`src/rtl/aes_pkg.sv`:
```
// -----------------------------------------------------------------------------
// aes_pkg
// Shared AES definitions used by the output collector and its FIFO.
//   AES_BLOCK_BITS  : width of one ciphertext block
//   AES_BLOCK_BYTES : bytes per block
//   collect_state_e : collector FSM state encoding
// -----------------------------------------------------------------------------
package aes_pkg;

  localparam int AES_BLOCK_BITS  = 128;
  localparam int AES_BLOCK_BYTES = 16;

  typedef enum logic [1:0] {
    IDLE    = 2'd0,
    SKIP    = 2'd1,
    COLLECT = 2'd2,
    FLUSH   = 2'd3
  } collect_state_e;

endpackage

```
`src/rtl/aes_output_collector_if.sv`:
```
// -----------------------------------------------------------------------------
// aes_output_collector_if
// Valid/ready block stream from the collector to its consumer.
//   out_valid : head of the block FIFO is valid        (master -> slave)
//   out_ready : consumer takes the head this cycle     (slave  -> master)
//   out_block : head block, byte 0 in [127:120]        (master -> slave)
// -----------------------------------------------------------------------------
interface aes_output_collector_if;
  import aes_pkg::*;

  logic                      out_valid;
  logic                      out_ready;
  logic [AES_BLOCK_BITS-1:0] out_block;

  modport master (output out_valid, output out_block, input out_ready);
  modport slave  (input out_valid, input out_block, output out_ready);

endinterface

```
`src/rtl/aes_block_fifo.sv`:
```
// -----------------------------------------------------------------------------
// aes_block_fifo
// DEPTH x 128-bit synchronous FIFO. Write happens when push_i is set and the
// FIFO is not full, or is full but popped in the same cycle (the new block
// lands in the slot being freed). Read is first-word-fall-through.
//   clk, rst     : clock, synchronous active-high reset
//   push_i       : write request
//   push_data_i  : block to write
//   pop_i        : remove head (ignored when empty)
//   full_o       : no free slot
//   empty_o      : no valid entry
//   head_o       : oldest entry (0 after reset)
// -----------------------------------------------------------------------------
module aes_block_fifo
  import aes_pkg::*;
#(
  parameter int DEPTH = 2
) (
  input  logic                      clk,
  input  logic                      rst,
  input  logic                      push_i,
  input  logic [AES_BLOCK_BITS-1:0] push_data_i,
  input  logic                      pop_i,
  output logic                      full_o,
  output logic                      empty_o,
  output logic [AES_BLOCK_BITS-1:0] head_o
);

  localparam int AW = $clog2(DEPTH);

  // One extra pointer bit distinguishes full from empty when addresses match.
  logic [AW:0]               wr_ptr_q, wr_ptr_d;
  logic [AW:0]               rd_ptr_q, rd_ptr_d;
  logic [AES_BLOCK_BITS-1:0] mem_q [DEPTH];

  logic do_push;
  logic do_pop;

  assign empty_o = (wr_ptr_q == rd_ptr_q);
  assign full_o  = (wr_ptr_q[AW] != rd_ptr_q[AW]) &&
                   (wr_ptr_q[AW-1:0] == rd_ptr_q[AW-1:0]);
  assign head_o  = mem_q[rd_ptr_q[AW-1:0]];

  assign do_pop  = pop_i && !empty_o;
  assign do_push = push_i && (!full_o || do_pop);

  assign wr_ptr_d = do_push ? wr_ptr_q + 1'b1 : wr_ptr_q;
  assign rd_ptr_d = do_pop  ? rd_ptr_q + 1'b1 : rd_ptr_q;

  // NOTE: state registers use non-blocking (<=) so every flop samples the
  // pre-edge value of every other flop; blocking here would create order races.
  always_ff @(posedge clk) begin
    if (rst) begin
      wr_ptr_q <= '0;
      rd_ptr_q <= '0;
      // NOTE: the storage array is cleared on reset so a stale head never shows
      // on head_o; this costs a reset net per bit, acceptable at this depth.
      for (int i = 0; i < DEPTH; i++) begin
        mem_q[i] <= '0;
      end
    end else begin
      wr_ptr_q <= wr_ptr_d;
      rd_ptr_q <= rd_ptr_d;
      if (do_push) begin
        mem_q[wr_ptr_q[AW-1:0]] <= push_data_i;
      end
    end
  end

endmodule

```
`src/rtl/aes_output_collector.sv`:
```
// -----------------------------------------------------------------------------
// aes_output_collector
// Deserializes the AES core's byte stream into 128-bit blocks (byte 0 first,
// landing in [127:120]) and queues them for a valid/ready consumer. Never
// back-pressures the core: overrun and truncated windows are flagged.
//   clk, rst   : clock, synchronous active-high reset
//   aes_ready  : core ready window (17 cycles: stale byte, then bytes 0..15)
//   aes_byte   : core output byte
//   out_if     : block stream (master side)
//   drop       : 1-cycle pulse, completed block discarded (FIFO full)
//   short_err  : 1-cycle pulse, window ended before 16 bytes
//   blk_count  : blocks accepted into the FIFO, wraps at 16 bits
// drop/short_err are registered and pulse in the cycle after the event.
// -----------------------------------------------------------------------------
module aes_output_collector
  import aes_pkg::*;
#(
  parameter int DEPTH = 2
) (
  input  logic                          clk,
  input  logic                          rst,
  input  logic                          aes_ready,
  input  logic [7:0]                    aes_byte,
  aes_output_collector_if.master        out_if,
  output logic                          drop,
  output logic                          short_err,
  output logic [15:0]                   blk_count
);

  localparam int SHREG_BITS = AES_BLOCK_BITS - 8;

  collect_state_e          state_q, state_d;
  logic [3:0]              cnt_q, cnt_d;
  // Holds bytes 0..14; byte 15 is appended on the fly when the block is pushed.
  logic [SHREG_BITS-1:0]   shreg_q, shreg_d;
  logic                    drop_q, drop_d;
  logic                    short_err_q, short_err_d;
  logic [15:0]             blk_count_q, blk_count_d;

  logic                      push_req;
  logic                      push_ok;
  logic                      pop;
  logic                      fifo_full;
  logic                      fifo_empty;
  logic [AES_BLOCK_BITS-1:0] push_data;
  logic [AES_BLOCK_BITS-1:0] head;

  assign push_data = {shreg_q, aes_byte};
  assign pop       = !fifo_empty && out_if.out_ready;
  assign push_ok   = push_req && (!fifo_full || pop);

  // ---------------------------------------------------------------------------
  // Collector FSM, next-state and outputs.
  // IDLE consumes the stale first byte of the window, so the cycle seen in
  // SKIP already carries byte 0: it is captured there with index 0, and the
  // counter from then on holds the index of the last captured byte.
  // ---------------------------------------------------------------------------
  always_comb begin
    // NOTE: every signal assigned below gets a default first so that no path
    // leaves it unassigned; otherwise synthesis would infer a latch.
    state_d     = state_q;
    cnt_d       = cnt_q;
    shreg_d     = shreg_q;
    push_req    = 1'b0;
    short_err_d = 1'b0;

    unique case (state_q)
      IDLE: begin
        if (aes_ready) state_d = SKIP;
      end
      SKIP: begin
        if (aes_ready) begin
          shreg_d = {shreg_q[SHREG_BITS-9:0], aes_byte};
          cnt_d   = 4'd0;
          state_d = COLLECT;
        end else begin
          short_err_d = 1'b1;
          state_d     = IDLE;
        end
      end
      COLLECT: begin
        if (aes_ready) begin
          shreg_d = {shreg_q[SHREG_BITS-9:0], aes_byte};
          cnt_d   = cnt_q + 4'd1;
          if (cnt_q == 4'(AES_BLOCK_BYTES - 2)) begin
            push_req = 1'b1;
            state_d  = FLUSH;
          end
        end else begin
          short_err_d = 1'b1;
          shreg_d     = '0;
          state_d     = IDLE;
        end
      end
      FLUSH: begin
        // Extra high cycles after byte 15 are tolerated silently.
        if (!aes_ready) state_d = IDLE;
      end
      default: state_d = IDLE;
    endcase
  end

  assign drop_d      = push_req && !push_ok;
  assign blk_count_d = push_ok ? blk_count_q + 16'd1 : blk_count_q;

  always_ff @(posedge clk) begin
    if (rst) begin
      state_q     <= IDLE;
      cnt_q       <= '0;
      shreg_q     <= '0;
      drop_q      <= 1'b0;
      short_err_q <= 1'b0;
      blk_count_q <= '0;
    end else begin
      state_q     <= state_d;
      cnt_q       <= cnt_d;
      shreg_q     <= shreg_d;
      drop_q      <= drop_d;
      short_err_q <= short_err_d;
      blk_count_q <= blk_count_d;
    end
  end

  aes_block_fifo #(
    .DEPTH (DEPTH)
  ) u_fifo (
    .clk         (clk),
    .rst         (rst),
    .push_i      (push_ok),
    .push_data_i (push_data),
    .pop_i       (pop),
    .full_o      (fifo_full),
    .empty_o     (fifo_empty),
    .head_o      (head)
  );

  // Valid comes straight from registered pointers; out_ready never reaches it.
  assign out_if.out_valid = !fifo_empty;
  assign out_if.out_block = head;
  assign drop             = drop_q;
  assign short_err        = short_err_q;
  assign blk_count        = blk_count_q;

endmodule
```
`src/flat_wrapper.sv`:
```
// flat-port wrapper written by rule: the top's interface ports become plain ports
module aes_output_collector_flat import aes_pkg::*;
#(
  parameter int DEPTH = 2
)
  (clk, rst, aes_ready, aes_byte, drop, short_err, blk_count, out_if_out_valid, out_if_out_block, out_if_out_ready);
  aes_output_collector_if out_if_i ();
  input  logic clk;
  input  logic rst;
  input  logic aes_ready;
  input  logic [7:0] aes_byte;
  output logic drop;
  output logic short_err;
  output logic [15:0] blk_count;
  output wire logic [$bits(out_if_i.out_valid)-1:0] out_if_out_valid;
  output wire logic [$bits(out_if_i.out_block)-1:0] out_if_out_block;
  input wire logic [$bits(out_if_i.out_ready)-1:0] out_if_out_ready;
  assign out_if_out_valid = out_if_i.out_valid;
  assign out_if_out_block = out_if_i.out_block;
  assign out_if_i.out_ready = out_if_out_ready;
  aes_output_collector #(.DEPTH(DEPTH)) u_core (.clk(clk), .rst(rst), .aes_ready(aes_ready), .aes_byte(aes_byte), .out_if(out_if_i), .drop(drop), .short_err(short_err), .blk_count(blk_count));
endmodule
```
`config.mk`:
```
export PLATFORM = sky130hd
export DESIGN_NAME = aes_output_collector_flat
export DESIGN_NICKNAME = d
export VERILOG_FILES = /design/src/rtl/aes_pkg.sv /design/src/rtl/aes_output_collector_if.sv /design/src/rtl/aes_block_fifo.sv /design/src/rtl/aes_output_collector.sv /design/src/flat_wrapper.sv
export SDC_FILE = /design/constraint.sdc
export NUM_CORES = 1
export LEC_CHECK = 0
export ABC_AREA = 1
export BUFFER_PORTS_ARGS = -buffer_cell sky130_fd_sc_hd__buf_2
export CORE_MARGIN = 8
export CORE_UTILIZATION = 50
export CTS_CLUSTER_DIAMETER = 150
export DETAILED_ROUTE_END_ITERATION = 10
export MAX_ROUTING_LAYER = met4
export PLACE_DENSITY = 0.81
export SLEW_MARGIN = 20
export SYNTH_ARGS = -nofsm -noshare
export SYNTH_HDL_FRONTEND = slang
export SYNTH_SLANG_ARGS = --single-unit
```
`constraint.sdc`:
```
create_clock -name clk -period 5.4 [get_ports clk]
set_input_delay 0.27 -clock clk [delete_from_list [all_inputs] [get_ports clk]]
set_output_delay 0.27 -clock clk [all_outputs]
set_load 0.03 [all_outputs]
```
==> results_dict.tcl, run 1 <==
set metrics [dict create \
    worst_slew_pin_slew_ps 999.3 \
    synthCells 1469 \
    dr.pass1.iters 5 \
    power-per-cell-area_mw_per_mm2 457.2 \
    synth-warning-count 0 \
    critPathSlowestCell "buf_4" \
    finClkSkew_ps 23.96 \
    final.period_utilization 0.6351 \
    outcome "finished clean" \
    nFillCells 2601 \
    cap_violations 0 \
    cts_resized 0 \
    relSlewSlack 0.3338 \
    crit_chain "inv_1 > ha_1 > nand2_2 > nor2_4 > inv_2 > nor2_8 > nand3_4 > nand2_4 > buf_4" \
    cts_buffer_depth 3 \
    gr-usage-all-layers 0.1928 \
    hold_ws_ps 38.76 \
    hold_path_end "u_core.short_err" \
    diodes 0 \
    start_util 0.5092 \
    peakVddDrop_mv 0.3274 \
    clock-root-buffer "clkbuf_16" \
    grt_max_degree 139 \
    io_pins 159 \
    syn_nets 1489 \
    cp_data_arrival_time_ps 3580 \
    coreArea_sq_mm 0.03262 \
    gp_congestion 0.8369 \
    ys_seq_elements 405 \
    chipWidth_microns 198.3 \
    cts_sinks 405 \
    area_growth_pct 13.91 \
    final_cell_mix "nor2_1 (275), edfxtp_1 (256), inv_1 (160)" \
    setup-tns-final_ps 0 \
    grt_pass1_vias 11110 \
    first_iter_violations 907 \
    cts_setup_buffers 0 \
    rsz0062_at_grt "no" \
    ys.flop_type "edfxtp_1" \
    crit_path_start "u_core.state_q[0]" \
    min_path_type "in2reg" \
    syn_area_sq_mm 0.01661 \
    fin_crit_ps 3430 \
    io_buffer_count 158 \
    synth_edf_count 256 \
    leakage_nw 7.107 \
    grt_overflow_total 0 \
    antenna_found_initial 0 \
    final_antenna_net_count 0 \
    critical_path_class "reg2reg" \
    worst_r2r_path_depth 9 \
    nets 1603 \
    wire_per_inst_microns 18.29 \
    yosysSeqAreaShare 0.6425 \
    hold_viol_final 0 \
    multi_input_area_sq_mm 0.004862 \
    setup-violations-final 0 \
    worstSkewPairLatency_ps 530 \
    cp_max_fo 56 \
    clk_pin_slew_ps 60 \
    slowest_delay_ps 720 \
    dp_hpwl_microns 22840 \
    required_ps 5550 \
    die-area_sq_mm 0.03931 \
    cts_tree "yes" \
    drt_wl_total_microns 37610 \
    hold_buffers 0 \
    vias 10990 \
    ys_async_sr_fraction 0 \
    register_area_sq_mm 0.01067 \
    fmax_ghz 0.2916 \
    r2r_slack_ps 1970 \
    htreeDepth 2 \
    r2r_start "u_core.state_q[0]" \
    end_kind "register" \
    die-height_microns 198.3 \
    rows 66 \
    ys_types 32 \
    worstSetupStartpointType "register" \
    numCtsBuffers 40 \
    mostFrequentLayoutCell "nor2_1" \
    drv_slew 0 \
    layout-drive-gt1-share 0.2353 \
    r2r-end "u_core.u_fifo.mem_q[0][78]" \
    drc 0 \
    grt_pass1_wl_microns 59470 \
    hold_path_depth 2 \
    worstHoldStart "aes_ready" \
    synth_area_per_cell_sq_um 11.31 \
    vias_per_cell 5.341 \
]
-- metal layers --
layer | global-route usage | up-vias | part of all wire
met5 | - | - | 0
met4 | 0.05254 | 0 | 0.022
li1 | - | 5271 | -
met3 | 0.03396 | 55 | 0.055
met2 | 0.3096 | 311 | 0.49
met1 | 0.2505 | 5350 | 0.44
-- flip-flops by register name, indices dropped and copies added, names as in the netlist, named ones only --
signal                  cells
u_core.blk_count           16
u_core.cnt_q                4
u_core.drop                 1
u_core.short_err            1
u_core.shreg_q            120
u_core.state_q              2
u_core.u_fifo.mem_q       256
u_core.u_fifo.rd_ptr_q      2
u_core.u_fifo.wr_ptr_q      2
-- where the power goes --
group	switching [mW]	internal (mW)	leakage [nW]
Combinational	1.28	0.509	2.60
Clock	1.15	1.63	0.640
Sequential	0.279	3.81	3.87
-- cell type report --
type / instances / share of cell area
Sequential cell: 405 / 0.5642
Multi-Input combinational cell: 801 / 0.2570
Clock buffer: 57 / 0.06065
Timing Repair Buffer: 171 / 0.04729
Inverter: 164 / 0.03280
Tap cell: 442 / 0.02923
Clock inverter: 17 / 0.008796
-- worst max-delay path by stage --
stage,end,slack (ps)
after floorplan,u_core.u_fifo.mem_q[0][0],680
after global placement,u_core.u_fifo.mem_q[1][98],1980
after detailed placement,u_core.u_fifo.mem_q[1][87],1920
after CTS,u_core.u_fifo.mem_q[0][83],1940
after global routing,u_core.u_fifo.mem_q[0][41],1710
final,u_core.u_fifo.mem_q[0][78],1970
-- logic make-up (layout without fill, tap and decap cells) --
kind of cell | Yosys count | in the layout | synth area share
simple gates | 388 | 388 | 0.09432
fa+ha+maj | 8 | 8 | 0.006027
compound gates | 273 | 273 | 0.1013
mux | 128 | 128 | 0.08679
flops | 405 | 405 | 0.6425
buf+inv | 263 | 409 | 0.06705
xor+xnor | 4 | 4 | 0.002110
-- worst max-delay path: cells and delay by family (launching register included) --
| kind | cells | cell delay [ps] |
|---|---|---|
| AND/OR/NAND/NOR | 5 | 1450 |
| adder cells (fa/ha/maj) | 1 | 270 |
| buffers and inverters | 3 | 940 |
| flip-flops | 1 | 340 |
-- cells in the mapped netlist, types with 7 or more instances --
library cell | instances | share of area
nand4_1 | 7 | 0.0026
nand2_1 | 71 | 0.016
nor2_1 | 275 | 0.062
a21oi_1 | 136 | 0.041
a211oi_1 | 121 | 0.055
nor2_2 | 11 | 0.0041
buf_2 | 35 | 0.011
o21ai_0 | 11 | 0.0033
buf_6 | 9 | 0.0061
nand3_1 | 13 | 0.0039
mux2_2 | 128 | 0.087
ha_1 | 8 | 0.0060
clkbuf_1 | 47 | 0.011
inv_1 | 160 | 0.036
dfxtp_1 | 149 | 0.18
edfxtp_1 | 256 | 0.46
-- metrics by stage --
step / instances / power, mW / area [sq um] / setup slack (ps) / utilization
finish: 2057 / 8.648 / 18920 / 1970 / 0.5800
CTS: 2057 / 8.680 / 18920 / 1938 / 0.5800
global route: 2057 / 9.055 / 18920 / 1715 / 0.5800
global placement: 1983 / 5.836 / 17600 / 1984 / 0.5396
detailed placement: 1983 / 5.904 / 17600 / 1920 / 0.5397
floorplan: 1469 / 5.411 / 16610 / 684.2 / -
No activity file was read; power rests on OpenSTA's default activity.
==> run 2, diff against run 1 <==
PLACE_DENSITY = 0.84   (was 0.81)
clock period = 2.8 ns   (was 5.4 ns; I/O delays follow)
==> results_dict.tcl, run 2 (synthesized netlist as in run 1, its figures left out) <==
set metrics [dict create \
    vias_per_cell 5.494 \
    clock-root-buffer "clkbuf_16" \
    grt_max_degree 84 \
    grt_pass1_vias 11490 \
    die-height_microns 198.3 \
    setup-tns-final_ps 0 \
    end_kind "register" \
    dp_hpwl_microns 24190 \
    dr.pass1.iters 5 \
    grt_overflow_total 0 \
    cp_max_fo 83 \
    coreArea_sq_mm 0.03262 \
    postLayoutCoreUtil 0.5890 \
    start_util 0.5092 \
    numCtsBuffers 40 \
    crit_chain "inv_1 > ha_1 > nand2_2 > nor2_4 > inv_2 > nor2_8 > nand3_4 > buf_4 > nor2_1" \
    vias 11410 \
    mostFrequentLayoutCell "nor2_1" \
    cp_data_arrival_time_ps 2770 \
    largest-register "u_core.u_fifo.mem_q" \
    area_growth_pct 15.68 \
    cts_buffer_depth 3 \
    hold_path_depth 4 \
    power.total_mw 16.74 \
    die-area_sq_mm 0.03931 \
    worst_r2r_path_depth 9 \
    critPathSlowestCell "buf_4" \
    required_ps 3030 \
    dp_cells 1993 \
    outcome "finished clean" \
    gr-usage-all-layers 0.2010 \
    min_path_type "in2reg" \
    r2r-end "u_core.u_fifo.mem_q[1][98]" \
    nets 1622 \
    hold_viol_final 0 \
    hold_ws_ps 84.66 \
    first_iter_violations 930 \
    crit_cells 9 \
    final_cell_mix "nor2_1 (275), edfxtp_1 (256), inv_1 (160)" \
    setup-violations-final 0 \
    r2r_start "u_core.state_q[0]" \
    drv_slew 0 \
    cap_violations 0 \
    wire_per_inst_microns 18.94 \
    gp_congestion 0.8333 \
    chipWidth_microns 198.3 \
    rsz0062_at_grt "no" \
    peakVddDrop_mv 0.5162 \
    grt_pass1_wl_microns 61570 \
    layout-drive-gt1-share 0.2368 \
    final.period_utilization 0.9068 \
    leakage_nw 7.233 \
    fmax_ghz 0.3938 \
    cts_sinks 405 \
    worstHoldStart "out_if_out_ready" \
    worstSkewPairLatency_ps 530 \
    io_buffer_count 158 \
    rows 66 \
    drt_wl_total_microns 39310 \
    htreeDepth 2 \
    hold_path_end "u_core.drop" \
    critical_path_class "reg2reg" \
    r2r_slack_ps 260 \
    io_pins 159 \
    antenna_found_initial 0 \
    cts_tree "yes" \
    relSlewSlack 0.2934 \
    drc 0 \
    fin_cells 2076 \
    final_antenna_net_count 0 \
    clk_pin_slew_ps 60 \
    cts_resized 0 \
    power-per-cell-area_mw_per_mm2 871.2 \
    worstSetupStartpointType "register" \
    cp_num_buf_inv 3 \
    fin_crit_ps 2539 \
    diodes 0 \
    finClkSkew_ps 14.37 \
    slowest_delay_ps 820 \
    largest_reg_flops 256 \
    worst_slew_pin_slew_ps 1060 \
    cpLargestDelayFamily "buffers and inverters" \
]
## run 2: cell types whose count changed in the layout (fill, tap and decap cells not counted)
cell	delta
nand2_8	+2
dlygate4sd3_1	+9
clkinv_1	+3
bufinv_16	-1
clkinv_2	-2
clkbuf_8	+2
clkinv_4	-1
buf_12	+12
nand2_4	-2
clkbuf_16	-1
buf_6	-1
buf_4	-1
## run 2: metal layers
layer / global-route usage / part of all wire / vias up
met5: - / 0 / -
met4: 0.06361 / 0.027 / 0
met3: 0.04228 / 0.067 / 75
met2: 0.3292 / 0.49 / 389
met1: 0.2476 / 0.41 / 5637
li1: - / - / 5304
## run 2: worst min-delay path, delay by kind of cell
family | cells | cell delay (ps)
simple gates | 2 | 230
buf+inv | 2 | 170
## run 2: metrics by stage
stage | area (sq um) | worst slack, ps
finish | 19210 | 260.8
detailed placement | 17840 | 292.4
global route | 19210 | 141.2
global placement | 17840 | 407.1
floorplan | 16620 | 40.64
CTS | 19210 | 269.3
## run 2: cell type report
cell class / count / area, sq um
inverter: 164 / 620.6
clock buffer: 58 / 1150
fill: 2484 / 13410
tap: 442 / 553.0
multi-input combinational: 801 / 4880
sequential: 405 / 10670
timing repair buffer: 190 / 1206
clock inverter: 16 / 128.9
## run 2: how the worst max path moves through the flow
stage	from	endpoint	slack, ps
3_5_place_dp	u_core.state_q[0]	u_core.u_fifo.mem_q[1][98]	290
4_1_cts	u_core.state_q[0]	u_core.u_fifo.mem_q[1][107]	270
5_1_grt	u_core.state_q[0]	u_core.u_fifo.mem_q[1][85]	140
3_3_place_gp	u_core.state_q[0]	u_core.u_fifo.mem_q[1][82]	410
2_1_floorplan	u_core.state_q[0]	u_core.u_fifo.mem_q[0][0]	40
6_report	u_core.state_q[0]	u_core.u_fifo.mem_q[1][98]	260
## run 2: power by group
group / switching (mW) / internal, mW / leakage, nW
clock network: 2.16 / 3.04 / 0.621
logic: 2.55 / 1.09 / 2.75
registers: 0.551 / 7.34 / 3.87
## run 2: what timing repair did
action                                 in CTS  in global routing
hold buffers                                9                  0
setup buffers                               0                  0
endpoints found under the hold margin      20                  0
